<file path="src/rtl/alu_control_seq_pkg.sv">
// Shared encodings for the ALU control decoder and the multiply sequencer:
// ALUOp class codes, funct codes, 4-bit ALU operation codes and FSM states.
package alu_control_seq_pkg;

    // ALUOp class codes from the main control unit
    localparam logic [2:0] ALUOP_RTYPE  = 3'b111;
    localparam logic [2:0] ALUOP_ADDI   = 3'b100;
    localparam logic [2:0] ALUOP_ORI    = 3'b101;
    localparam logic [2:0] ALUOP_BRANCH = 3'b001;
    localparam logic [2:0] ALUOP_INC    = 3'b110;

    // R-type funct field codes
    localparam logic [5:0] F_AND   = 6'b100100;
    localparam logic [5:0] F_OR    = 6'b100101;
    localparam logic [5:0] F_NOR   = 6'b100111;
    localparam logic [5:0] F_ADD   = 6'b100000;
    localparam logic [5:0] F_MULT  = 6'b011000;
    localparam logic [5:0] F_MULTU = 6'b011001;
    localparam logic [5:0] F_MFHI  = 6'b010000;
    localparam logic [5:0] F_MFLO  = 6'b010010;

    // ALU select codes
    localparam logic [3:0] OP_AND  = 4'b0000;
    localparam logic [3:0] OP_OR   = 4'b0001;
    localparam logic [3:0] OP_NOR  = 4'b0010;
    localparam logic [3:0] OP_ADD  = 4'b0011;
    localparam logic [3:0] OP_BR   = 4'b0100;
    localparam logic [3:0] OP_INC  = 4'b1111;
    localparam logic [3:0] OP_MUL  = 4'b1010;
    localparam logic [3:0] OP_MFHI = 4'b1011;
    localparam logic [3:0] OP_MFLO = 4'b1100;
    localparam logic [3:0] OP_DEF  = 4'b1001;

    // Multiply sequencer states
    localparam logic [1:0] ST_IDLE = 2'b00;
    localparam logic [1:0] ST_RUN  = 2'b01;
    localparam logic [1:0] ST_DONE = 2'b10;

endpackage

</file>
<file path="src/rtl/mult_seq_core.sv">
// Shift-add multiply datapath: operand magnitudes, accumulator, iteration
// counter, sign fix-up and the architectural HI/LO registers.
module mult_seq_core
    import alu_control_seq_pkg::*;
#(
    parameter int DATA_WIDTH = 32,
    parameter int CNT_WIDTH  = $clog2(DATA_WIDTH + 1)
) (
    input  logic                  clk,
    input  logic                  reset,
    input  logic                  load,
    input  logic                  run,
    input  logic                  is_signed,
    input  logic [DATA_WIDTH-1:0] a,
    input  logic [DATA_WIDTH-1:0] b,
    output logic                  last,
    output logic [DATA_WIDTH-1:0] hi,
    output logic [DATA_WIDTH-1:0] lo
);

    localparam int W = DATA_WIDTH;

    logic [2*W-1:0]     acc;
    logic [W-1:0]       mcand;
    logic [W-1:0]       mplier;
    logic               neg;
    logic [CNT_WIDTH-1:0] cnt;

    logic [W-1:0]       mag_a;
    logic [W-1:0]       mag_b;
    logic [W:0]         sum;
    logic [2*W-1:0]     acc_next;
    logic [2*W-1:0]     prod;

    // Signed operands become unsigned magnitudes; the most negative value
    // negates to itself, which is its correct unsigned magnitude.
    assign mag_a = (is_signed && a[W-1]) ? (~a + 1'b1) : a;
    assign mag_b = (is_signed && b[W-1]) ? (~b + 1'b1) : b;

    assign last = (cnt == CNT_WIDTH'(1));

    // One shift-add step; the add keeps its carry so the product is exact
    always_comb begin
        sum      = {1'b0, acc[2*W-1:W]} + (mplier[0] ? {1'b0, mcand} : {(W+1){1'b0}});
        acc_next = (2*W)'({sum, acc[W-1:0]} >> 1);
        prod     = neg ? (~acc_next + 1'b1) : acc_next;
    end

    // Operand capture on load, iterate while running, commit HI/LO on the last step
    always_ff @(posedge clk) begin
        if (reset) begin
            acc    <= '0;
            mcand  <= '0;
            mplier <= '0;
            neg    <= 1'b0;
            cnt    <= '0;
            hi     <= '0;
            lo     <= '0;
        end else if (load) begin
            acc    <= '0;
            mcand  <= mag_a;
            mplier <= mag_b;
            neg    <= is_signed & (a[W-1] ^ b[W-1]);
            cnt    <= CNT_WIDTH'(DATA_WIDTH);
        end else if (run) begin
            acc    <= acc_next;
            mplier <= mplier >> 1;
            cnt    <= cnt - 1'b1;
            if (last) begin
                {hi, lo} <= prod;
            end
        end
    end

endmodule

</file>
<file path="src/rtl/alu_control_seq.sv">
// Execute-stage ALU control: combinational ALUOp/funct decode plus a
// multi-cycle MULT/MULTU sequencer that stalls the pipeline while busy.
module alu_control_seq
    import alu_control_seq_pkg::*;
#(
    parameter int DATA_WIDTH  = 32,
    parameter int ALUOP_WIDTH = 3,
    parameter int CNT_WIDTH   = $clog2(DATA_WIDTH + 1)
) (
    input  logic                   clk,
    input  logic                   reset,
    input  logic                   start,
    input  logic [ALUOP_WIDTH-1:0] ALUOp,
    input  logic [5:0]             ALUFunction,
    input  logic [DATA_WIDTH-1:0]  OperandA,
    input  logic [DATA_WIDTH-1:0]  OperandB,
    output logic [3:0]             ALUOperation,
    output logic                   stall,
    output logic                   done,
    output logic [DATA_WIDTH-1:0]  HI,
    output logic [DATA_WIDTH-1:0]  LO
);

    logic [1:0] state;
    logic [1:0] state_next;
    logic       is_rtype;
    logic       is_mult;
    logic       accept;
    logic       running;
    logic       last;

    assign is_rtype = (ALUOp == ALUOP_WIDTH'(ALUOP_RTYPE));
    assign is_mult  = is_rtype && (ALUFunction == F_MULT || ALUFunction == F_MULTU);
    assign running  = (state == ST_RUN);
    // A new multiply is taken only when the sequencer is free (IDLE or DONE)
    assign accept   = start && is_mult && (state == ST_IDLE || state == ST_DONE);
    assign stall    = running || accept;
    assign done     = (state == ST_DONE);

    // Priority decode of ALUOp/funct into the ALU select code
    always_comb begin
        ALUOperation = OP_DEF;
        if      (is_rtype && ALUFunction == F_AND)      ALUOperation = OP_AND;
        else if (is_rtype && ALUFunction == F_OR)       ALUOperation = OP_OR;
        else if (is_rtype && ALUFunction == F_NOR)      ALUOperation = OP_NOR;
        else if (is_rtype && ALUFunction == F_ADD)      ALUOperation = OP_ADD;
        else if (ALUOp == ALUOP_WIDTH'(ALUOP_ADDI))     ALUOperation = OP_ADD;
        else if (ALUOp == ALUOP_WIDTH'(ALUOP_ORI))      ALUOperation = OP_OR;
        else if (ALUOp == ALUOP_WIDTH'(ALUOP_BRANCH))   ALUOperation = OP_BR;
        else if (ALUOp == ALUOP_WIDTH'(ALUOP_INC))      ALUOperation = OP_INC;
        else if (is_mult)                               ALUOperation = OP_MUL;
        else if (is_rtype && ALUFunction == F_MFHI)     ALUOperation = OP_MFHI;
        else if (is_rtype && ALUFunction == F_MFLO)     ALUOperation = OP_MFLO;
    end

    // Sequencer next state; DONE can chain straight into another RUN
    always_comb begin
        state_next = state;
        case (state)
            ST_IDLE: if (accept) state_next = ST_RUN;
            ST_RUN:  if (last)   state_next = ST_DONE;
            ST_DONE: state_next = accept ? ST_RUN : ST_IDLE;
            default: state_next = ST_IDLE;
        endcase
    end

    // State register; reset aborts any multiply in flight
    always_ff @(posedge clk) begin
        if (reset) state <= ST_IDLE;
        else       state <= state_next;
    end

    mult_seq_core #(
        .DATA_WIDTH (DATA_WIDTH),
        .CNT_WIDTH  (CNT_WIDTH)
    ) u_core (
        .clk       (clk),
        .reset     (reset),
        .load      (accept),
        .run       (running),
        .is_signed (ALUFunction == F_MULT),
        .a         (OperandA),
        .b         (OperandB),
        .last      (last),
        .hi        (HI),
        .lo        (LO)
    );

endmodule

</file>
<file path="config.mk">
export PLATFORM = sky130hd
export DESIGN_NAME = alu_control_seq
export DESIGN_NICKNAME = d
export VERILOG_FILES = /design/src/rtl/alu_control_seq_pkg.sv /design/src/rtl/mult_seq_core.sv /design/src/rtl/alu_control_seq.sv
export SDC_FILE = /design/constraint.sdc
export NUM_CORES = 1
export LEC_CHECK = 0
export ABC_AREA = 1
export ABC_CLOCK_PERIOD_IN_PS = 8100
export CAP_MARGIN = 30
export CORE_MARGIN = 10
export CORE_UTILIZATION = 33
export CTS_CLUSTER_SIZE = 30
export DETAILED_ROUTE_END_ITERATION = 8
export PLACE_DENSITY_LB_ADDON = 0.05
export REMOVE_ABC_BUFFERS = 1
export SYNTH_ARGS = -nofsm -noshare
export SYNTH_HDL_FRONTEND = slang
export SYNTH_SLANG_ARGS = --single-unit
</file>
<file path="constraint.sdc">
create_clock -name clk -period 8.1 [get_ports clk]
set_input_delay 1.62 -clock clk [delete_from_list [all_inputs] [get_ports clk]]
set_output_delay 1.62 -clock clk [all_outputs]
set_load 0.01 [all_outputs]
</file>
# After elaboration in Yosys (flattened, before gate mapping)
# Index checks and enable logic that the tools add are counted.
# word_totals
regBits,201
input_bits,76
wordCells,80
# classes
n_addsub,5
n_eq_ne,18
n_mux,23
n_bitwise,6
reduce_logical,19
# op_table
cell,n
32-bit 2-to-1 mux,5
"32-bit by 1-bit adder with 32-bit output, second input constant",2
"64-bit by 1-bit adder with 64-bit output, second input constant",1
64-bit 2-to-1 mux,1
32-bit NOT,2
64-bit NOT,1
32-bit by 33-bit adder with 33-bit output,1
4-bit 2-to-1 mux,7
"6-bit by 5-bit equality test with 1-bit output, second input constant",4
"6-bit equality test, second input constant",4
"3-bit equality test, second input constant",4
3-bit 2-to-1 mux,4
6-bit 2-to-1 mux,2
1-bit logical AND,11
"6-bit by 1-bit equality test with 1-bit output, second input constant",1
2-bit case mux with 3 select lines,1
"6-bit by 1-bit subtractor with 6-bit output, second input constant",1
2-bit 2-to-1 mux,2
"3-bit by 1-bit equality test with 1-bit output, second input constant",1
1-bit logical OR,3
3-bit AND reduction,1
"2-bit by 1-bit equality test with 1-bit output, second input constant",1
"2-bit equality test, second input constant",1
2-bit zero test,1
9 further kinds,9

# Depth between registers and ports, before layout
# Gate-level depths: netlist of run 1.
# depth
word_depth,13
depth_mapped,28
ltp_nobuf,25

# Modules after synthesis
# Synthesis of run 1 repeated with hierarchy kept, for this count alone.
# hier_totals
cells_unflattened,2251
area_unflattened_um2,13767.0
# by_module_without_submodules
module,n_inst,cells_per_inst,area_per_inst_um2,seq_area_each_um2
mult_seq_core,1,2193,13452.9,3963.8
alu_control_seq,1,58,314.1,40.0

# Worst setup path after synthesis of run 1
# OpenSTA, ideal clock, no wires.
# synth_timing
path_kind,input to output
from,input port ALUFunction[4]
to,output port stall
arrival_ns,2.816
t_required_ns,6.480
path_slack_ns,3.664
cell_stages,10
path_buffers,2
cell_sequence,inv_1 > nor2_2 > inv_1 > nor3_1 > nand3_1 > nor3_4 > inv_2 > nand2_1 > buf_4 > buf_4
# synth_via
elab_chain_len,6
elab_cells_between_ends,7
cone_classes,2 x eq/ne; 5 x reduce/logical
# synth_lines
element,line_no,text
"start, declared",alu_control_seq.sv:14,"input logic [5:0] ALUFunction,"
6-bit by 5-bit equality test with 1-bit output,alu_control_seq.sv:33,assign is_mult = is_rtype && (ALUFunction == F_MULT || ALUFunction == F_MULTU);
1-bit logical OR *,alu_control_seq.sv:33,
1-bit logical AND *,alu_control_seq.sv:33,
1-bit logical AND * (2 in series),alu_control_seq.sv:36,assign accept = start && is_mult && (state == ST_IDLE || state == ST_DONE);
1-bit logical OR *,alu_control_seq.sv:37,assign stall = running || accept;
"end, declared",alu_control_seq.sv:18,"output logic stall,"
# Every way passes the cells marked *; elsewhere a longest branch is shown, timed or not.

# Final worst setup path of run 1
# layout_timing
from,input port ALUOp[2]
to,output port stall
# layout_via
elab_chain_len,5
# layout_lines
element,line_no,text
"start, declared",alu_control_seq.sv:13,"input logic [ALUOP_WIDTH-1:0] ALUOp,"
3-bit equality test,alu_control_seq.sv:32,assign is_rtype = (ALUOp == ALUOP_WIDTH'(ALUOP_RTYPE));
1-bit logical AND,alu_control_seq.sv:33,
1-bit logical AND (2 in series),alu_control_seq.sv:36,
1-bit logical OR,alu_control_seq.sv:37,
# No other way between the ends.

==> results of run 1 <==
==> cell families after synthesis <==
kind of cell	Yosys count
AND/OR/NAND/NOR	1161
AO/OA/AOI/OAI	366
XOR/XNOR	70
buffers and inverters	449
flip-flops	200
adder cells (fa/ha/maj)	38
==> cell type report <==
type,count,area (um^2)
clock buffer,21,470.5
clock inverter,11,132.6
fill,4511,25330
inverter,362,1360
multi-input combinational,1635,8192
sequential,200,4005
tap,539,674.4
timing repair buffer,162,1599
==> worst max-delay path, stage by stage <==
cell             delay (ns)
clkdlybuf4s50_1        0.52
inv_1                  0.07
nor2_1                 0.29
nand3_1                0.21
nor3_4                 0.15
buf_4                  0.29
inv_2                  0.23
nand2_1                0.11
buf_4                  0.24
clkdlybuf4s50_1        0.59
==> stage by stage <==
step | cells | util, % | instance area [um^2]
after global placement | 2897 | 37.86 | 15810
after floorplan | 2197 | - | 13540
after detailed placement | 2897 | 37.86 | 15810
final | 2930 | 39.35 | 16430
after global routing | 2930 | 39.35 | 16430
after CTS | 2929 | 39.30 | 16410
==> final timing paths <==
path / depth (start not counted) / startpoint / slack, ns / to
setup reg to reg: 12 / state[0]$_SDFFE_PP0P_ / 4.43 / u_core.lo[29]$_SDFFE_PP0P_
hold / removal: 2 / u_core.mcand[7]$_SDFFE_PP0P_ / 0.46 / u_core.mcand[7]$_SDFFE_PP0P_
hold reg to reg: 2 / u_core.mcand[7]$_SDFFE_PP0P_ / 0.46 / u_core.mcand[7]$_SDFFE_PP0P_
setup / recovery: 10 / ALUOp[2] / 2.13 / stall
==> registers in the layout (all words and copies together) (netlist names) <==
signal,flops
state,2
u_core.acc,63
u_core.cnt,6
u_core.hi,32
u_core.lo,32
u_core.mcand,32
u_core.mplier,32
u_core.neg,1
==> layer usage <==
layer | vias to the layer above | part of all wire, % | wire length (um)
met5 | - | 0 | 0
met4 | 0 | 1.2 | 554
met3 | 28 | 4.2 | 1878
met2 | 227 | 45 | 20180
met1 | 6289 | 49 | 22090
li1 | 7403 | - | -
==> report_power, final <==
part	switching, mW	internal, mW	total [mW]
Sequential	0.000575	0.983	0.984
Clock	0.433	0.461	0.894
Combinational	0.0696	0.0550	0.125
==> Yosys cell counts (12+ instances only) <==
cell type / instances
clkbuf_1: 64
inv_1: 341
nand3_1: 104
o211ai_1: 40
nand2_2: 32
nand4_1: 18
o21ai_0: 121
nand2_1: 693
dfxtp_1: 200
nor3_1: 31
o221ai_1: 16
xnor2_1: 12
ha_1: 37
nor2_1: 203
inv_2: 18
xor2_1: 58
a21oi_1: 145
nor2_2: 25
==> impl_metrics.ini, run 1 <==
[cells_and_area]
layout-drive-gt1-share_pct = 6.901
diodes = 0
final_common_cell = nand2_1
syn_to_final_growth_pct = 18.23
num-nets-final = 2492
layout_common_cells = nand2_1, inv_1, nor2_1

[clocking]
tritoncts = built
clock_path_buffers = 2
postCtsHoldBufs = 0
post_cts_buffers = 0
ctsHtreeMaxLevel = 4
cts_inserted_buffers = 17
ctsResizeCount = 0
cts_sinks = 200
ctsRootBufferMaster = clkbuf_16
clkLatencyLatePin_ns = 0.48
cts.clk_slew.worst_paths_ns = 0.07

[place]
dp_slack_ns = 2.112
gp_congestion = 0.8651
io_buffers = 145
hpwl_mm = 34.21

[synth]
synth_top_area_share_pct = 28.81
synth_area_leader_cell = dfxtp_1
synthMuxAreaShare_pct = 0
async_reset_ff_share_pct = 0
syn_area_mm2 = 0.01390
syn-instance-count = 2284
synth_cell_types = 55
synth_edf_count = 0
synth_compound_area_share_pct = 15.06
yosysSeqAreaShare_pct = 28.81
synth-simple-area-share_pct = 35.88
synth-xor-area-share_pct = 4.411
synth_area_per_cell_um2 = 6.086
synth.area.top_cells = dfxtp_1, nand2_1, inv_1, nor2_1, a21oi_1
yosysWarningCount = 0
synthAdderAreaFrac_pct = 3.475
yosys_register_bits = 200
synth_flop_cell = dfxtp_1
synth_top_family_by_area = simple AND/OR/NAND/NOR gates

[floorplanning]
ios = 146
row_count = 75
fp.dieArea_mm2 = 0.05073
die-width_um = 225.2
start_util_pct = 33.29
die_h_um = 225.2
coreArea_mm2 = 0.04176

[timing]
hold_ws_ns = 0.4587
rsz0062_at_grt = false
maxSlewViolCount = 0
worstMarginPinSlew_ns = 0.9816
max_freq_ghz = 0.1676
period_minus_slack_ns = 5.966
setup_viol = 0
finalCritPeriodShare_pct = 73.66
slew_headroom_pct = 34.49
setup_tns_ns = 0
setup_slack_ns = 2.134
finalHoldViolCount = 0
fin_skew_ns = 0.01354

[run]
drv_cap = 0

[run_status]
status = finished, final reports clean

[routing]
ant_nets = 0
vias = 13950
wl_per_cell_um = 15.26
drt-total-wl_mm = 44.70
firstDrtPassIters = 5
initialDrtViolationCount = 709
via_per_inst = 4.760
drc = 0

[pwr]
power_mw = 2.002
p_leak_nw = 7.957
ir_drop_v = 0.0001317
powerDensity_mw_per_mm2 = 121.8

[min_path]
hold_path.class = flop to flop

[global_route]
grt_util_met2_pct = 29.02
grt_pass1_vias = 13360
grt_pass1_wl_mm = 71.57
overflow = 0
grt_usage_pct = 17.62
grtUsageMet3_pct = 3.435
grt_max_degree = 85
met1_usage_pct = 23.22
busiest_layer = met2
antenna_found_initial = 0

[worst_setup_path]
path_class = input port to output pin
cp.required_ns = 6.48
end_kind = output pin
start_kind = input port
cp_data_arrival_time_ns = 4.35
path_max_fanout = 25
(Power assumes the default switching activity.)
==> run 2: changes to the inputs <==
--- a/config.mk
+++ b/config.mk
@@ -6,7 +6,7 @@
 export NUM_CORES = 1
 export LEC_CHECK = 0
 export ABC_AREA = 1
-export ABC_CLOCK_PERIOD_IN_PS = 8100
+export ABC_CLOCK_PERIOD_IN_PS = 4800
 export CAP_MARGIN = 30
 export CORE_MARGIN = 10
 export CORE_UTILIZATION = 33
==> constraint.sdc (replaced) <==
create_clock -name clk -period 4.8 [get_ports clk]
set_input_delay 0.96 -clock clk [delete_from_list [all_inputs] [get_ports clk]]
set_output_delay 0.96 -clock clk [all_outputs]
set_load 0.01 [all_outputs]
==> run 2 against run 1 <==
Clock skew fell by 0.0022 ns. Register-to-register slack got worse by 3.2 ns. Setup slack lost 1.4 ns.
==> impl_metrics.ini, run 2 (synthesized netlist as in run 1, its figures left out) <==
[clocking]
postCtsHoldBufs = 0
ctsRootBufferMaster = clkbuf_16
tritoncts = built
ctsResizeCount = 0
clkLatencyLatePin_ns = 0.50
cts_inserted_buffers = 17
post_cts_buffers = 0
cts_sinks = 200
ctsHtreeMaxLevel = 4
cts.clk_slew.worst_paths_ns = 0.07
clock_path_buffers = 2

[place]
hpwl_mm = 34.58
io_buffers = 145
gp_congestion = 0.8800
post_dp_cell_area_mm2 = 0.01582
dp_slack_ns = 0.7478

[routing]
ant_nets = 0
vias = 13900
initialDrtViolationCount = 857
drt-total-wl_mm = 44.72
via_per_inst = 4.740
drc = 0
wl_per_cell_um = 15.25
firstDrtPassIters = 5

[floorplanning]
start_util_pct = 33.29
row_count = 75
ios = 146
fp.dieArea_mm2 = 0.05073
coreArea_mm2 = 0.04176
die_h_um = 225.2
die-width_um = 225.2

[timing]
worstMarginPinSlew_ns = 0.9885
fin_skew_ns = 0.01129
maxSlewViolCount = 0
finalHoldViolCount = 0
slew_headroom_pct = 34.02
period_minus_slack_ns = 4.070
setup_viol = 0
rsz0062_at_grt = false
finalCritPeriodShare_pct = 84.79
setup_tns_ns = 0
setup_slack_ns = 0.7300
max_freq_ghz = 0.2457

[worst_setup_path]
start_kind = input port
cp_data_arrival_time_ns = 3.11
cp.required_ns = 3.84
path_class = input port to output pin
path_max_fanout = 5
end_kind = output pin

[global_route]
grt_pass1_wl_mm = 72.48
grt_usage_pct = 17.87
grt_max_degree = 74
grt_pass1_vias = 13520
overflow = 0
antenna_found_initial = 0

[cells_and_area]
final_area_mm2 = 0.01642
layout_common_cells = nand2_1, inv_1, nor2_1
fillers = 4582
largest_reg_flops = 63
largest-register = u_core.acc
diodes = 0
num-nets-final = 2494
final_common_cell = nand2_1
final_core_util_pct = 39.33
layout-drive-gt1-share_pct = 6.979
syn_to_final_growth_pct = 18.16

[pwr]
powerDensity_mw_per_mm2 = 206.0
ir_drop_v = 0.0002463
p_leak_nw = 7.960

[min_path]
hold_path.class = flop to flop

[run_status]
status = finished, final reports clean

[run]
drv_cap = 0
[run 2: final timing paths]
path                                                    start                           end  slack (ns)  depth (start not counted)
worst max-delay path                                 ALUOp[2]               ALUOperation[2]        0.73                          8
worst min-delay path             u_core.mcand[7]$_SDFFE_PP0P_  u_core.mcand[7]$_SDFFE_PP0P_        0.45                          2
worst max register to register  u_core.mplier[0]$_SDFFE_PP0P_    u_core.hi[21]$_SDFFE_PP0P_        1.21                         19
worst min register to register   u_core.mcand[7]$_SDFFE_PP0P_  u_core.mcand[7]$_SDFFE_PP0P_        0.45                          2
[run 2: stage by stage]
step	total power [mW]	hold WS, ns	instances
after global routing	3.520	0.4837	2932
after CTS	3.449	0.4566	2932
after floorplan	1.782	0.4259	2197
after detailed placement	1.906	0.4416	2900
after global placement	1.906	0.4438	2900
final	3.383	0.4541	2932
[run 2: layer usage]
metal  track usage [%]  vias to the layer above  wire, um
met3             4.190                       39      2116
met1             23.18                     6214     21830
li1                  -                     7414         -
met2             28.87                      231     19990
met4             5.359                        0       785
met5                 0                        -         0
[run 2: area by class of cell]
cell class	count	area, um^2	share of cell area [%]
Multi-Input combinational cell	1635	8192	49.88
Sequential cell	200	4005	24.39
Timing Repair Buffer	164	1589	9.675
Inverter	362	1360	8.281
Tap cell	539	674.4	4.106
Clock buffer	21	470.5	2.865
Clock inverter	11	132.6	0.8076
[run 2: worst max-delay path: stages]
cell,delay [ns]
clkdlybuf4s50_1,0.52
inv_1,0.07
nor2_1,0.28
nand3_1,0.14
or4_1,0.46
o2111ai_1,0.12
a31oi_1,0.07
clkdlybuf4s50_1,0.49
[run 2: where the power goes]
group | leakage (nW) | switching (mW) | internal [mW] | total, mW
sequential | 1.61 | 0.00102 | 1.66 | 1.66
clock | 0.288 | 0.743 | 0.775 | 1.52
combinational | 6.06 | 0.114 | 0.0911 | 0.205
